**src/rtl/pipeline_hazard_ctrl_if.sv**
```systemverilog
// Hazard-control bundle: pipeline status in, PC/IF-ID/ID-EX hold, bubble and flush controls out.
// master = pipeline datapath side, slave = hazard sequencer.
interface pipeline_hazard_ctrl_if #(
  parameter int CNT_W = 16
);
  logic             id_valid;
  logic [4:0]       id_rs1;
  logic [4:0]       id_rs2;
  logic             id_rs1_used;
  logic             id_rs2_used;
  logic             ex_valid;
  logic [4:0]       ex_rd;
  logic             ex_is_load;
  logic             ex_is_mc;
  logic             branch_taken;
  logic             mem_req;
  logic             mem_ready;
  logic             hold_pc;
  logic             hold_ifid;
  logic             hold_idex;
  logic             bubble_idex;
  logic             flush_ifid;
  logic             mc_busy;
  logic [CNT_W-1:0] stall_count;

  modport master (
    output id_valid, id_rs1, id_rs2, id_rs1_used, id_rs2_used,
    output ex_valid, ex_rd, ex_is_load, ex_is_mc, branch_taken,
    output mem_req, mem_ready,
    input  hold_pc, hold_ifid, hold_idex, bubble_idex, flush_ifid,
    input  mc_busy, stall_count
  );

  modport slave (
    input  id_valid, id_rs1, id_rs2, id_rs1_used, id_rs2_used,
    input  ex_valid, ex_rd, ex_is_load, ex_is_mc, branch_taken,
    input  mem_req, mem_ready,
    output hold_pc, hold_ifid, hold_idex, bubble_idex, flush_ifid,
    output mc_busy, stall_count
  );
endinterface

```
**src/rtl/pipeline_hazard_ctrl.sv**
```systemverilog
// Stall/flush sequencer for the 5-stage pipeline; controls are combinational so a stall
// acts at the same edge. Memory stalls freeze everything, including the multi-cycle countdown.
module pipeline_hazard_ctrl #(
  parameter int MC_LAT = 4,
  parameter int CNT_W  = 16
) (
  input logic                  clk,
  input logic                  rst,
  pipeline_hazard_ctrl_if.slave hz
);

  localparam logic [0:0]       RUN      = 1'b0;
  localparam logic [0:0]       MC_WAIT  = 1'b1;
  localparam logic [7:0]       MC_INIT  = 8'(MC_LAT - 2);
  localparam logic [CNT_W-1:0] CNT_MAX  = '1;

  logic [0:0]       state_q, state_d;
  logic [7:0]       mc_cnt_q, mc_cnt_d;
  logic [CNT_W-1:0] stall_count_q, stall_count_d;

  logic mem_stall, load_use, rs1_hit, rs2_hit;
  logic hold_pc, hold_ifid, hold_idex, bubble_idex, flush_ifid;

  assign mem_stall = hz.mem_req & ~hz.mem_ready;
  assign rs1_hit   = hz.id_rs1_used & (hz.id_rs1 == hz.ex_rd);
  assign rs2_hit   = hz.id_rs2_used & (hz.id_rs2 == hz.ex_rd);
  // x0 is hardwired zero, so a load targeting it never creates a dependency.
  assign load_use  = hz.ex_valid & hz.ex_is_load & (hz.ex_rd != 5'd0) &
                     hz.id_valid & (rs1_hit | rs2_hit);

  always_comb begin
    state_d     = state_q;
    mc_cnt_d    = mc_cnt_q;
    hold_pc     = 1'b0;
    hold_ifid   = 1'b0;
    hold_idex   = 1'b0;
    bubble_idex = 1'b0;
    flush_ifid  = 1'b0;

    if (mem_stall) begin
      hold_pc   = 1'b1;
      hold_ifid = 1'b1;
      hold_idex = 1'b1;
    end else if (state_q == MC_WAIT) begin
      if (mc_cnt_q != 8'd0) begin
        hold_pc   = 1'b1;
        hold_ifid = 1'b1;
        hold_idex = 1'b1;
        mc_cnt_d  = mc_cnt_q - 8'd1;
      end else begin
        state_d = RUN;
      end
    end else if (hz.ex_valid & hz.ex_is_mc) begin
      // Detection cycle counts toward occupancy, hence MC_LAT-2 further held cycles.
      hold_pc   = 1'b1;
      hold_ifid = 1'b1;
      hold_idex = 1'b1;
      mc_cnt_d  = MC_INIT;
      state_d   = MC_WAIT;
    end else if (hz.branch_taken) begin
      flush_ifid  = 1'b1;
      bubble_idex = 1'b1;
    end else if (load_use) begin
      hold_pc     = 1'b1;
      hold_ifid   = 1'b1;
      bubble_idex = 1'b1;
    end

    stall_count_d = stall_count_q;
    if (hold_pc && (stall_count_q != CNT_MAX)) begin
      stall_count_d = stall_count_q + 1'b1;
    end
  end

  always_ff @(posedge clk or posedge rst) begin
    if (rst) begin
      state_q       <= RUN;
      mc_cnt_q      <= 8'd0;
      stall_count_q <= '0;
    end else begin
      state_q       <= state_d;
      mc_cnt_q      <= mc_cnt_d;
      stall_count_q <= stall_count_d;
    end
  end

  assign hz.hold_pc     = hold_pc;
  assign hz.hold_ifid   = hold_ifid;
  assign hz.hold_idex   = hold_idex;
  assign hz.bubble_idex = bubble_idex;
  assign hz.flush_ifid  = flush_ifid;
  assign hz.mc_busy     = (state_q == MC_WAIT);
  assign hz.stall_count = stall_count_q;

endmodule

```
**src/flat_wrapper.sv**
```systemverilog
// flat-port wrapper written by rule: the top's interface ports become plain ports
module pipeline_hazard_ctrl_flat 
#(
  parameter int MC_LAT = 4,
  parameter int CNT_W  = 16
)
  (clk, rst, hz_id_valid, hz_id_rs1, hz_id_rs2, hz_id_rs1_used, hz_id_rs2_used, hz_ex_valid, hz_ex_rd, hz_ex_is_load, hz_ex_is_mc, hz_branch_taken, hz_mem_req, hz_mem_ready, hz_hold_pc, hz_hold_ifid, hz_hold_idex, hz_bubble_idex, hz_flush_ifid, hz_mc_busy, hz_stall_count);
  pipeline_hazard_ctrl_if #(.CNT_W(CNT_W)) hz_i ();
  input logic clk;
  input logic rst;
  input wire logic [$bits(hz_i.id_valid)-1:0] hz_id_valid;
  input wire logic [$bits(hz_i.id_rs1)-1:0] hz_id_rs1;
  input wire logic [$bits(hz_i.id_rs2)-1:0] hz_id_rs2;
  input wire logic [$bits(hz_i.id_rs1_used)-1:0] hz_id_rs1_used;
  input wire logic [$bits(hz_i.id_rs2_used)-1:0] hz_id_rs2_used;
  input wire logic [$bits(hz_i.ex_valid)-1:0] hz_ex_valid;
  input wire logic [$bits(hz_i.ex_rd)-1:0] hz_ex_rd;
  input wire logic [$bits(hz_i.ex_is_load)-1:0] hz_ex_is_load;
  input wire logic [$bits(hz_i.ex_is_mc)-1:0] hz_ex_is_mc;
  input wire logic [$bits(hz_i.branch_taken)-1:0] hz_branch_taken;
  input wire logic [$bits(hz_i.mem_req)-1:0] hz_mem_req;
  input wire logic [$bits(hz_i.mem_ready)-1:0] hz_mem_ready;
  output wire logic [$bits(hz_i.hold_pc)-1:0] hz_hold_pc;
  output wire logic [$bits(hz_i.hold_ifid)-1:0] hz_hold_ifid;
  output wire logic [$bits(hz_i.hold_idex)-1:0] hz_hold_idex;
  output wire logic [$bits(hz_i.bubble_idex)-1:0] hz_bubble_idex;
  output wire logic [$bits(hz_i.flush_ifid)-1:0] hz_flush_ifid;
  output wire logic [$bits(hz_i.mc_busy)-1:0] hz_mc_busy;
  output wire logic [$bits(hz_i.stall_count)-1:0] hz_stall_count;
  assign hz_i.id_valid = hz_id_valid;
  assign hz_i.id_rs1 = hz_id_rs1;
  assign hz_i.id_rs2 = hz_id_rs2;
  assign hz_i.id_rs1_used = hz_id_rs1_used;
  assign hz_i.id_rs2_used = hz_id_rs2_used;
  assign hz_i.ex_valid = hz_ex_valid;
  assign hz_i.ex_rd = hz_ex_rd;
  assign hz_i.ex_is_load = hz_ex_is_load;
  assign hz_i.ex_is_mc = hz_ex_is_mc;
  assign hz_i.branch_taken = hz_branch_taken;
  assign hz_i.mem_req = hz_mem_req;
  assign hz_i.mem_ready = hz_mem_ready;
  assign hz_hold_pc = hz_i.hold_pc;
  assign hz_hold_ifid = hz_i.hold_ifid;
  assign hz_hold_idex = hz_i.hold_idex;
  assign hz_bubble_idex = hz_i.bubble_idex;
  assign hz_flush_ifid = hz_i.flush_ifid;
  assign hz_mc_busy = hz_i.mc_busy;
  assign hz_stall_count = hz_i.stall_count;
  pipeline_hazard_ctrl #(.MC_LAT(MC_LAT), .CNT_W(CNT_W)) u_core (.clk(clk), .rst(rst), .hz(hz_i));
endmodule
```
**config.mk**
```make
export PLATFORM = sky130hd
export DESIGN_NAME = pipeline_hazard_ctrl_flat
export DESIGN_NICKNAME = d
export VERILOG_FILES = /design/src/rtl/pipeline_hazard_ctrl_if.sv /design/src/rtl/pipeline_hazard_ctrl.sv /design/src/flat_wrapper.sv
export SDC_FILE = /design/constraint.sdc
export NUM_CORES = 1
export LEC_CHECK = 0
export BUFFER_PORTS_ARGS = -buffer_cell sky130_fd_sc_hd__buf_2
export CAP_MARGIN = 40
export CORE_UTILIZATION = 39
export CTS_BUF_LIST = sky130_fd_sc_hd__clkbuf_4 sky130_fd_sc_hd__clkbuf_8
export CTS_CLUSTER_DIAMETER = 150
export DETAILED_ROUTE_END_ITERATION = 12
export PLACE_DENSITY_LB_ADDON = 0.25
export SYNTH_ARGS = -nofsm -noshare
export SYNTH_HDL_FRONTEND = slang
export SYNTH_SLANG_ARGS = --single-unit
```
**constraint.sdc**
```tcl
create_clock -name clk -period 3.8 [get_ports clk]
set_input_delay 0.76 -clock clk [delete_from_list [all_inputs] [get_ports clk]]
set_output_delay 0.76 -clock clk [all_outputs]
set_load 0.05 [all_outputs]
```
==> results of run 1 <==
-- placed cells by master, fill, tap and decap left out, types with 2 or more instances in the layout --
cell                       netlist  final
sky130_fd_sc_hd__clkbuf_8        0      3
sky130_fd_sc_hd__nor3_1         13     13
sky130_fd_sc_hd__nor2b_1         2      2
sky130_fd_sc_hd__nand4_1         4      4
sky130_fd_sc_hd__nand3_1         7      7
sky130_fd_sc_hd__mux2_1          2      2
sky130_fd_sc_hd__xnor2_1        15     15
sky130_fd_sc_hd__buf_2           1     47
sky130_fd_sc_hd__inv_1           5      5
sky130_fd_sc_hd__xor2_1         14     14
sky130_fd_sc_hd__a31oi_1         2      2
sky130_fd_sc_hd__nor4_1          5      5
sky130_fd_sc_hd__and3_1          4      4
sky130_fd_sc_hd__nand2_1        13     13
sky130_fd_sc_hd__dfrtp_1        25     25
sky130_fd_sc_hd__ha_1            2      2
sky130_fd_sc_hd__nor2_1         12     12
sky130_fd_sc_hd__or3_1           2      2
-- flip-flops by register name (all words and copies together) (netlist names) --
| register | flops |
|---|---|
| u_core.mc_cnt_q | 8 |
| u_core.hz.stall_count | 16 |
| u_core.hz.mc_busy | 1 |
-- routing by layer --
layer	track usage (%)	vias to the layer above	part of all wire, %
met5	0	-	0
met3	3.99	2	7.9
li1	-	616	-
met1	20.2	586	45
met2	27.8	51	46
met4	7.27	0	1.1
-- synth_stat cells (all sizes together), types with 3 or more instances --
master   n  area [sq um]
nand3    7          35.0
xnor2   15           131
nor2    12          45.0
dfrtp   25           626
mux2     4          48.8
xor2    14           123
nand2   13          48.8
buf      3          20.0
and3     4          25.0
inv      5          18.8
nor4     6          43.8
nor3    14          75.1
nand4    4          25.0
-- metrics by stage --
| step | total power [mW] | instances | area (sq um) |
|---|---|---|---|
| finish | 1.37 | 243 | 1800 |
| global route | 1.46 | 243 | 1800 |
| CTS | 1.38 | 243 | 1800 |
| detailed placement | 1.22 | 239 | 1760 |
| global placement | 1.20 | 238 | 1730 |
| floorplan | 1.06 | 148 | 1460 |
-- worst reg2reg max path, cell delays in order, from the launching register on --
cell and delay [ps]:
sky130_fd_sc_hd__dfrtp_1 450, sky130_fd_sc_hd__and4_1 260, sky130_fd_sc_hd__and3_1 210, sky130_fd_sc_hd__nand2_1 130, sky130_fd_sc_hd__nor3_2 670, sky130_fd_sc_hd__nor2_1 200
sky130_fd_sc_hd__mux2_4 330
-- cell type report --
cell class	instances	area, sq um
Multi-Input combinational cell	114	786
Tap cell	46	57.6
Inverter	5	18.8
Clock buffer	3	41.3
Sequential cell	25	626
Clock inverter	1	5.00
Timing Repair Buffer	49	270
Fill cell	336	1640
-- logic make-up (layout without fill, tap and decap cells) --
logic type / Yosys count / after routing / share of synthesized area [%]
mux: 5 / 5 / 4.04
xor+xnor: 29 / 29 / 17.5
flops: 25 / 25 / 43.0
simple gates: 70 / 70 / 25.3
buf+inv: 9 / 58 / 3.01
fa+ha+maj: 2 / 2 / 1.72
compound gates: 8 / 8 / 5.50
-- power by group through the flow --
| stage | sequential [mW] | combinational [mW] | clock, mW |
|---|---|---|---|
| after detailed placement | 0.498 | 0.724 | 0 |
| final | 0.494 | 0.720 | 0.155 |
| after global routing | 0.516 | 0.778 | 0.171 |
| after CTS | 0.493 | 0.726 | 0.160 |
| after floorplan | 0.692 | 0.364 | 0 |
| after global placement | 0.493 | 0.710 | 0 |
-- how the worst min path moves through the flow --
stage | from | slack (ps) | cells after the start | end
2_1_floorplan | u_core.mc_cnt_q[7] | 500 | 2 | u_core.mc_cnt_q[7]
3_3_place_gp | u_core.hz.stall_count[10] | 470 | 1 | u_core.hz.stall_count[10]
6_report | rst | 480 | 2 | u_core.hz.stall_count[10]
3_5_place_dp | u_core.hz.stall_count[4] | 470 | 1 | u_core.hz.stall_count[4]
4_1_cts | rst | 490 | 2 | u_core.hz.stall_count[10]
5_1_grt | rst | 510 | 2 | u_core.hz.stall_count[9]
==> flow_summary.ini, run 1 <==
[power_and_ir_drop]
leakagePower_nw = 0.843
clock_power_share_pct = 11.3
power_switching_share_pct = 50.7
worst_ir_drop_vdd_mv = 0.519
power-per-cell-area_nw_per_um2 = 758
power.share.combinational_pct = 52.6
cellInternalPower_mw = 0.674
switchingPower_mw = 0.694
sequentialPowerShare_pct = 36.1

[critical_path]
cp-end-kind = output pin
slowest_stage = sky130_fd_sc_hd__or4_1
critPathTopFamily = simple AND/OR/NAND/NOR gates
reg2reg_from = u_core.hz.stall_count[5]
crit_path_frequent_cell = sky130_fd_sc_hd__buf_2
regToRegSetupSlack_ps = 1440
timing.critical_path.to = hz_hold_ifid
critical_path.reg2reg.endpoint = u_core.hz.stall_count[1]
worstRegToRegCells = 6
worstPathMaxFanout = 3
timing_worst_setup_path_type = input port to output pin
worst-endpoint-arrival_ps = 2190
cp.depth = 7
crit_path_start = hz_ex_rd[1]
worstPathRequired_ps = 3040
slowest_delay_ps = 540
critical_path.n_buffers_inverters = 3
critical_path.cell_chain = buf_2 -> or4_1 -> o2111ai_2 -> nor3_1 -> a21oi_4 -> inv_1 -> buf_2
critical_path.startpoint_type = input port

[routing]
drcViolationCount = 0
route.detailed.vias_per_inst = 5.16
drt-pass1-iter-count = 4
drt_wl_total_microns = 3030
vias = 1255
detailedRoute.firstIterationViolations = 18
drtAntennaViolNets = 0
drt-wirelength-per-cell_microns = 12.4

[global_routing]
grt_pass1_vias = 1250
overflow = 0
grt.total_usage_pct = 16.7
grt_antenna_before_repair = 0
grt_max_degree = 18
grt_first_pass_wirelength_microns = 5310

[placement]
worst_slack_placed_ps = 837
gp_routability_congestion = 0.798
portBuffers = 47
detailedPlacementHpwl_microns = 2380

[timing]
finalCriticalPeriod_ps = 2950
tns_ps = 0
hold_violations = 0
max-slew-margin-rel_pct = 48.6
timing.final.crit_share_pct = 77.6
max_freq_mhz = 339
tightestPinTransition_ps = 767
rsz0062_at_grt = no
timing.hold.ws_ps = 478
slew_viol_final = 0
skew_ps = 2.67
setup_violations = 0
final_critical_path_setup_slack_ps = 852

[yosys]
synth-main-ff-cell = sky130_fd_sc_hd__dfrtp_1
synthesis.area_per_instance_sq_um = 9.83
synth-seq-cells = 25
cell_area_synth_sq_um = 1460
synth.yosys.seq_area_share_pct = 43.0
syn_inst = 148
synthesis.nets = 176
edff_count_synth = 0
synth.distinct_cells = 36
async_sr_flop_fraction_pct = 100
synth-warning-count = 0

[clock_tree]
max-clock-path-buffers = 2
worst_skew_pair.late_latency_ps = 260
cts_htree_levels = 1
cts.repair.resized = 0
cts_hold_repair.buffers = 0
post-cts-setup-buffers = 0
tritoncts.num_buffers = 3
clock_transition_at_the_register_clock_pins_on_the_worst_setup_and_hold_paths_after_cts_ps = 80
numClockSinks = 25
cts_tree = yes
ctsRootBufferMaster = sky130_fd_sc_hd__clkbuf_8

[die]
top_level_ports = 48
initial_core_util_pct = 42.3
rows = 21
chipWidth_microns = 63.1
die_y_microns = 63.1
core_footprint_sq_um = 3440
die_area_sq_um = 3980

[layout]
final_nets = 226
count_of_antenna_diodes_in_the_layout = 0
utilization_pct = 52.4
layout-drive-gt1-share_pct = 31.0
area_delta_synth_final_pct = 24.0

[min_path]
hold_class = input port to asynchronous set/reset pin

[flow_run]
maxCapViolCount = 0

[outcome]
outcome = complete, no violations
No activity file was read; power rests on OpenSTA's default activity.
==> run 2, diff against run 1 <==
==> constraint.sdc (replaced) <==
create_clock -name clk -period 2.7 [get_ports clk]
set_input_delay 0.54 -clock clk [delete_from_list [all_inputs] [get_ports clk]]
set_output_delay 0.54 -clock clk [all_outputs]
set_load 0.05 [all_outputs]
==> flow_summary.ini, run 2 (synthesized netlist as in run 1, its figures left out) <==
[critical_path]
cp-end-kind = output pin
worstPathMaxFanout = 3
critical_path.startpoint_type = flop
timing_worst_setup_path_type = flop to output pin
critical_path.cell_chain = inv_1 -> ha_1 -> and3b_1 -> a31oi_1 -> or2_4 -> a21oi_4 -> clkinvlp_4 -> buf_2
slowest_stage = sky130_fd_sc_hd__dfrtp_1
worst-endpoint-arrival_ps = 1990
regToRegSetupSlack_ps = 460
reg2reg_from = u_core.mc_cnt_q[1]
slowest_delay_ps = 360
worstPathRequired_ps = 2160
crit_path_start = u_core.mc_cnt_q[0]

[timing]
hold_violations = 0
skew_ps = 6.09
timing.final.crit_share_pct = 93.9
slew_viol_final = 0
tns_ps = 0
max-slew-margin-rel_pct = 58.1
tightestPinTransition_ps = 623
rsz0062_at_grt = no
setup_violations = 0
max_freq_mhz = 395
timing.hold.ws_ps = 316
finalCriticalPeriod_ps = 2530

[routing]
drtAntennaViolNets = 0
drt-wirelength-per-cell_microns = 12.9
vias = 1241
detailedRoute.firstIterationViolations = 19
drt-pass1-iter-count = 4
route.detailed.vias_per_inst = 5.09
drcViolationCount = 0
drt_wl_total_microns = 3160

[global_routing]
grt_pass1_vias = 1270
grt_antenna_before_repair = 0
grt_first_pass_wirelength_microns = 5710
grt.total_usage_pct = 18.1
grt_max_degree = 17
overflow = 0

[die]
die_area_sq_um = 3980
rows = 21
top_level_ports = 48
core_footprint_sq_um = 3440
initial_core_util_pct = 42.3
chipWidth_microns = 63.1
die_y_microns = 63.1

[clock_tree]
cts.repair.resized = 0
clock_transition_at_the_register_clock_pins_on_the_worst_setup_and_hold_paths_after_cts_ps = 90
cts_htree_levels = 1
numClockSinks = 25
cts_tree = yes
max-clock-path-buffers = 2
post-cts-setup-buffers = 0
ctsRootBufferMaster = sky130_fd_sc_hd__clkbuf_8
tritoncts.num_buffers = 3
worst_skew_pair.late_latency_ps = 270
cts_hold_repair.buffers = 0

[layout]
layout.cells.most_common = sky130_fd_sc_hd__buf_2
area_delta_synth_final_pct = 24.0
count_of_antenna_diodes_in_the_layout = 0
layout-drive-gt1-share_pct = 32.8
largest_register_ffs = 16
fillerInstances = 326
final_nets = 227
layout.cells.most_common_list = sky130_fd_sc_hd__buf_2, sky130_fd_sc_hd__dfrtp_1, sky130_fd_sc_hd__xnor2_1

[outcome]
outcome = complete, no violations

[placement]
portBuffers = 47
gp_routability_congestion = 0.827
detailedPlacementHpwl_microns = 2550

[min_path]
hold_class = input port to asynchronous set/reset pin

[power_and_ir_drop]
leakagePower_nw = 0.842
worst_ir_drop_vdd_mv = 0.629
power-per-cell-area_nw_per_um2 = 1080

[flow_run]
maxCapViolCount = 0
-- run 2: stage by stage --
step	std cells	setup WS (ps)	power (mW)	utilization (%)	instance area, sq um
floorplan	148	-33.4	1.52	-	1490
global placement	240	191	1.70	51.1	1760
detailed placement	240	178	1.74	51.1	1760
CTS	244	155	1.97	52.4	1800
global route	244	23.9	2.08	52.4	1800
finish	244	166	1.94	52.4	1800
-- run 2: area by class of cell --
class	instances	area (sq um)	share of cell area (%)
inverter	5	22.5	1.25
clock buffer	3	41.3	2.29
sequential	25	627	34.7
clock inverter	1	5.00	0.277
tap	46	57.6	3.19
multi-input combinational	114	793	44.0
timing repair buffer	50	258	14.3
-- run 2: path summary, 6_finish.rpt --
path	end	cells past startpoint
setup reg to reg	u_core.hz.stall_count[14]	9
max in group asynchronous	u_core.hz.stall_count[13]	3
setup / recovery	hz_hold_pc	8
hold reg to reg	u_core.hz.stall_count[4]	1
hold / removal	u_core.hz.stall_count[10]	2
min in group clk	u_core.hz.stall_count[4]	1
-- run 2: power breakdown --
group	internal, mW	switching [mW]
logic	0.325	0.702
registers	0.526	0.172
clock network	0.103	0.116
-- run 2: worst max-delay path, delay by kind of cell, from the launching register on --
kind	cells	cell delay (ps)
and+or+nand+nor	2	470
buffers and inverters	3	420
DFF	1	360
AOI/OAI and AO/OA	2	280
adders and majority gates	1	200
-- run 2: layer usage --
layer | GRT usage [%] | routed length [microns] | up-vias
li1 | - | - | 619
met1 | 20.9 | 1330 | 596
met2 | 32.7 | 1690 | 20
met3 | 3.62 | 88 | 6
met4 | 6.10 | 51 | 0
met5 | 0 | 0 | -
==> run 3, diff against run 2 <==
--- a/config.mk
+++ b/config.mk
@@ -7,7 +7,7 @@
 export LEC_CHECK = 0
 export BUFFER_PORTS_ARGS = -buffer_cell sky130_fd_sc_hd__buf_2
 export CAP_MARGIN = 40
-export CORE_UTILIZATION = 39
+export CORE_UTILIZATION = 35
 export CTS_BUF_LIST = sky130_fd_sc_hd__clkbuf_4 sky130_fd_sc_hd__clkbuf_8
 export CTS_CLUSTER_DIAMETER = 150
 export DETAILED_ROUTE_END_ITERATION = 12
==> flow_summary.ini, run 3 (synthesized netlist as in run 1, its figures left out) <==
[power_and_ir_drop]
worst_ir_drop_vdd_mv = 0.625
power.share.combinational_pct = 52.3
leakagePower_nw = 0.842
clock_power_share_pct = 11.6
sequentialPowerShare_pct = 36.1
power-per-cell-area_nw_per_um2 = 1070
power_switching_share_pct = 50.8
cellInternalPower_mw = 0.952
switchingPower_mw = 0.984

[layout]
layout.cells.most_common = sky130_fd_sc_hd__buf_2
layout.cell_area.non_filler_sq_um = 1810
area_delta_synth_final_pct = 24.3
layout.cells.most_common_list = sky130_fd_sc_hd__buf_2, sky130_fd_sc_hd__dfrtp_1, sky130_fd_sc_hd__xnor2_1
layout-drive-gt1-share_pct = 32.8
final_nets = 227
final_cells = 248
largest_register_ffs = 16
count_of_antenna_diodes_in_the_layout = 0
fillerInstances = 402

[timing]
timing.final.crit_share_pct = 94.6
max-slew-margin-rel_pct = 57.9
hold_violations = 0
tightestPinTransition_ps = 627
skew_ps = 9.36
setup_violations = 0
slew_viol_final = 0
rsz0062_at_grt = no
final_critical_path_setup_slack_ps = 146
max_freq_mhz = 391
tns_ps = 0
finalCriticalPeriod_ps = 2550

[critical_path]
timing_worst_setup_path_type = input port to output pin
critical_path.startpoint_type = input port
worstRegToRegCells = 9
critical_path.reg2reg.endpoint = u_core.hz.stall_count[14]
worst-endpoint-arrival_ps = 2010
cp-end-kind = output pin
worstPathRequired_ps = 2160
worstPathMaxFanout = 3
reg2reg_from = u_core.mc_cnt_q[0]
regToRegSetupSlack_ps = 560

[placement]
detailedPlacementHpwl_microns = 2320
portBuffers = 47
dpl_cell_area_sq_um = 1760
gp_routability_congestion = 0.742
worst_slack_placed_ps = 124
placedCellCount = 244

[global_routing]
grt_antenna_before_repair = 0
grt.total_usage_pct = 15.6
grt_first_pass_wirelength_microns = 5330
use_met1_pct = 18.3
grt_max_degree = 16
grt_busiest_layer = met2
grt.met3_usage_pct = 3.77
grt_pass1_vias = 1239
overflow = 0
grt.met2_usage_pct = 28.2

[die]
chipWidth_microns = 66.5
core_footprint_sq_um = 4000
die_area_sq_um = 4420
initial_core_util_pct = 36.4
top_level_ports = 48
rows = 23
die_y_microns = 66.5

[clock_tree]
numClockSinks = 25
cts.repair.resized = 0
post-cts-setup-buffers = 0
worst_skew_pair.late_latency_ps = 270
max-clock-path-buffers = 2
cts_tree = yes
ctsRootBufferMaster = sky130_fd_sc_hd__clkbuf_8
tritoncts.num_buffers = 3
cts_hold_repair.buffers = 0
cts_htree_levels = 1
clock_transition_at_the_register_clock_pins_on_the_worst_setup_and_hold_paths_after_cts_ps = 90

[routing]
drt-wirelength-per-cell_microns = 12.1
detailedRoute.firstIterationViolations = 31
drt_wl_total_microns = 3000
vias = 1220
drcViolationCount = 0
drtAntennaViolNets = 0
drt-pass1-iter-count = 4
route.detailed.vias_per_inst = 4.92

[min_path]
hold_class = input port to asynchronous set/reset pin

[flow_run]
maxCapViolCount = 0

[outcome]
outcome = complete, no violations
run 3: cell counts in the layout (fill, tap and decap cells not counted):
No cell type changed its count.
run 3: final cells by class:
| cell class | count | area [sq um] | area share, % |
|---|---|---|---|
| tap | 50 | 62.6 | 3.46 |
| clock inverter | 1 | 5.00 | 0.277 |
| inverter | 5 | 22.5 | 1.24 |
| multi-input combinational | 114 | 793 | 43.8 |
| sequential | 25 | 627 | 34.6 |
| timing repair buffer | 50 | 258 | 14.2 |
| clock buffer | 3 | 41.3 | 2.28 |
run 3: how the worst max path moves through the flow:
| stage | from | to | slack (ps) | cells after the start |
|---|---|---|---|---|
| floorplan | hz_ex_rd[1] | hz_hold_pc | -30 | 7 |
| global placement | hz_ex_rd[1] | hz_hold_ifid | 150 | 7 |
| detailed placement | hz_ex_rd[1] | hz_hold_pc | 120 | 7 |
| CTS | hz_ex_rd[1] | hz_hold_pc | 130 | 7 |
| global route | u_core.mc_cnt_q[0] | hz_hold_ifid | 60 | 8 |
| finish | hz_ex_rd[1] | hz_hold_pc | 150 | 7 |
run 3: power groups by stage:
stage | sequential (mW) | clock (mW) | combinational (mW)
floorplan | 0.977 | 0 | 0.547
finish | 0.699 | 0.225 | 1.01
global placement | 0.703 | 0 | 1.01
CTS | 0.699 | 0.235 | 1.02
detailed placement | 0.705 | 0 | 1.02
global route | 0.729 | 0.248 | 1.10
run 3: routing by layer:
metal | up-vias | part of all wire [%]
li1 | 614 | -
met1 | 572 | 45
met2 | 32 | 50
met3 | 2 | 4.8
met4 | 0 | 0.27
met5 | - | 0
run 3: stage by stage:
step                      total power [mW]  util (%)  hold slack, ps
after global routing                  2.08      45.2             356
final                                 1.94      45.2             300
after CTS                             1.96      45.2             331
after global placement                1.71      44.1             486
after floorplan                       1.52         -             503
after detailed placement              1.72      44.1             484
run 3: worst max-delay path: stages:
cell and delay [ps]:
sky130_fd_sc_hd__buf_2 120, sky130_fd_sc_hd__or4_1 550, sky130_fd_sc_hd__o2111ai_2 220, sky130_fd_sc_hd__nor3_2 80, sky130_fd_sc_hd__a21oi_4 190, sky130_fd_sc_hd__clkinvlp_4 100, sky130_fd_sc_hd__buf_2 210
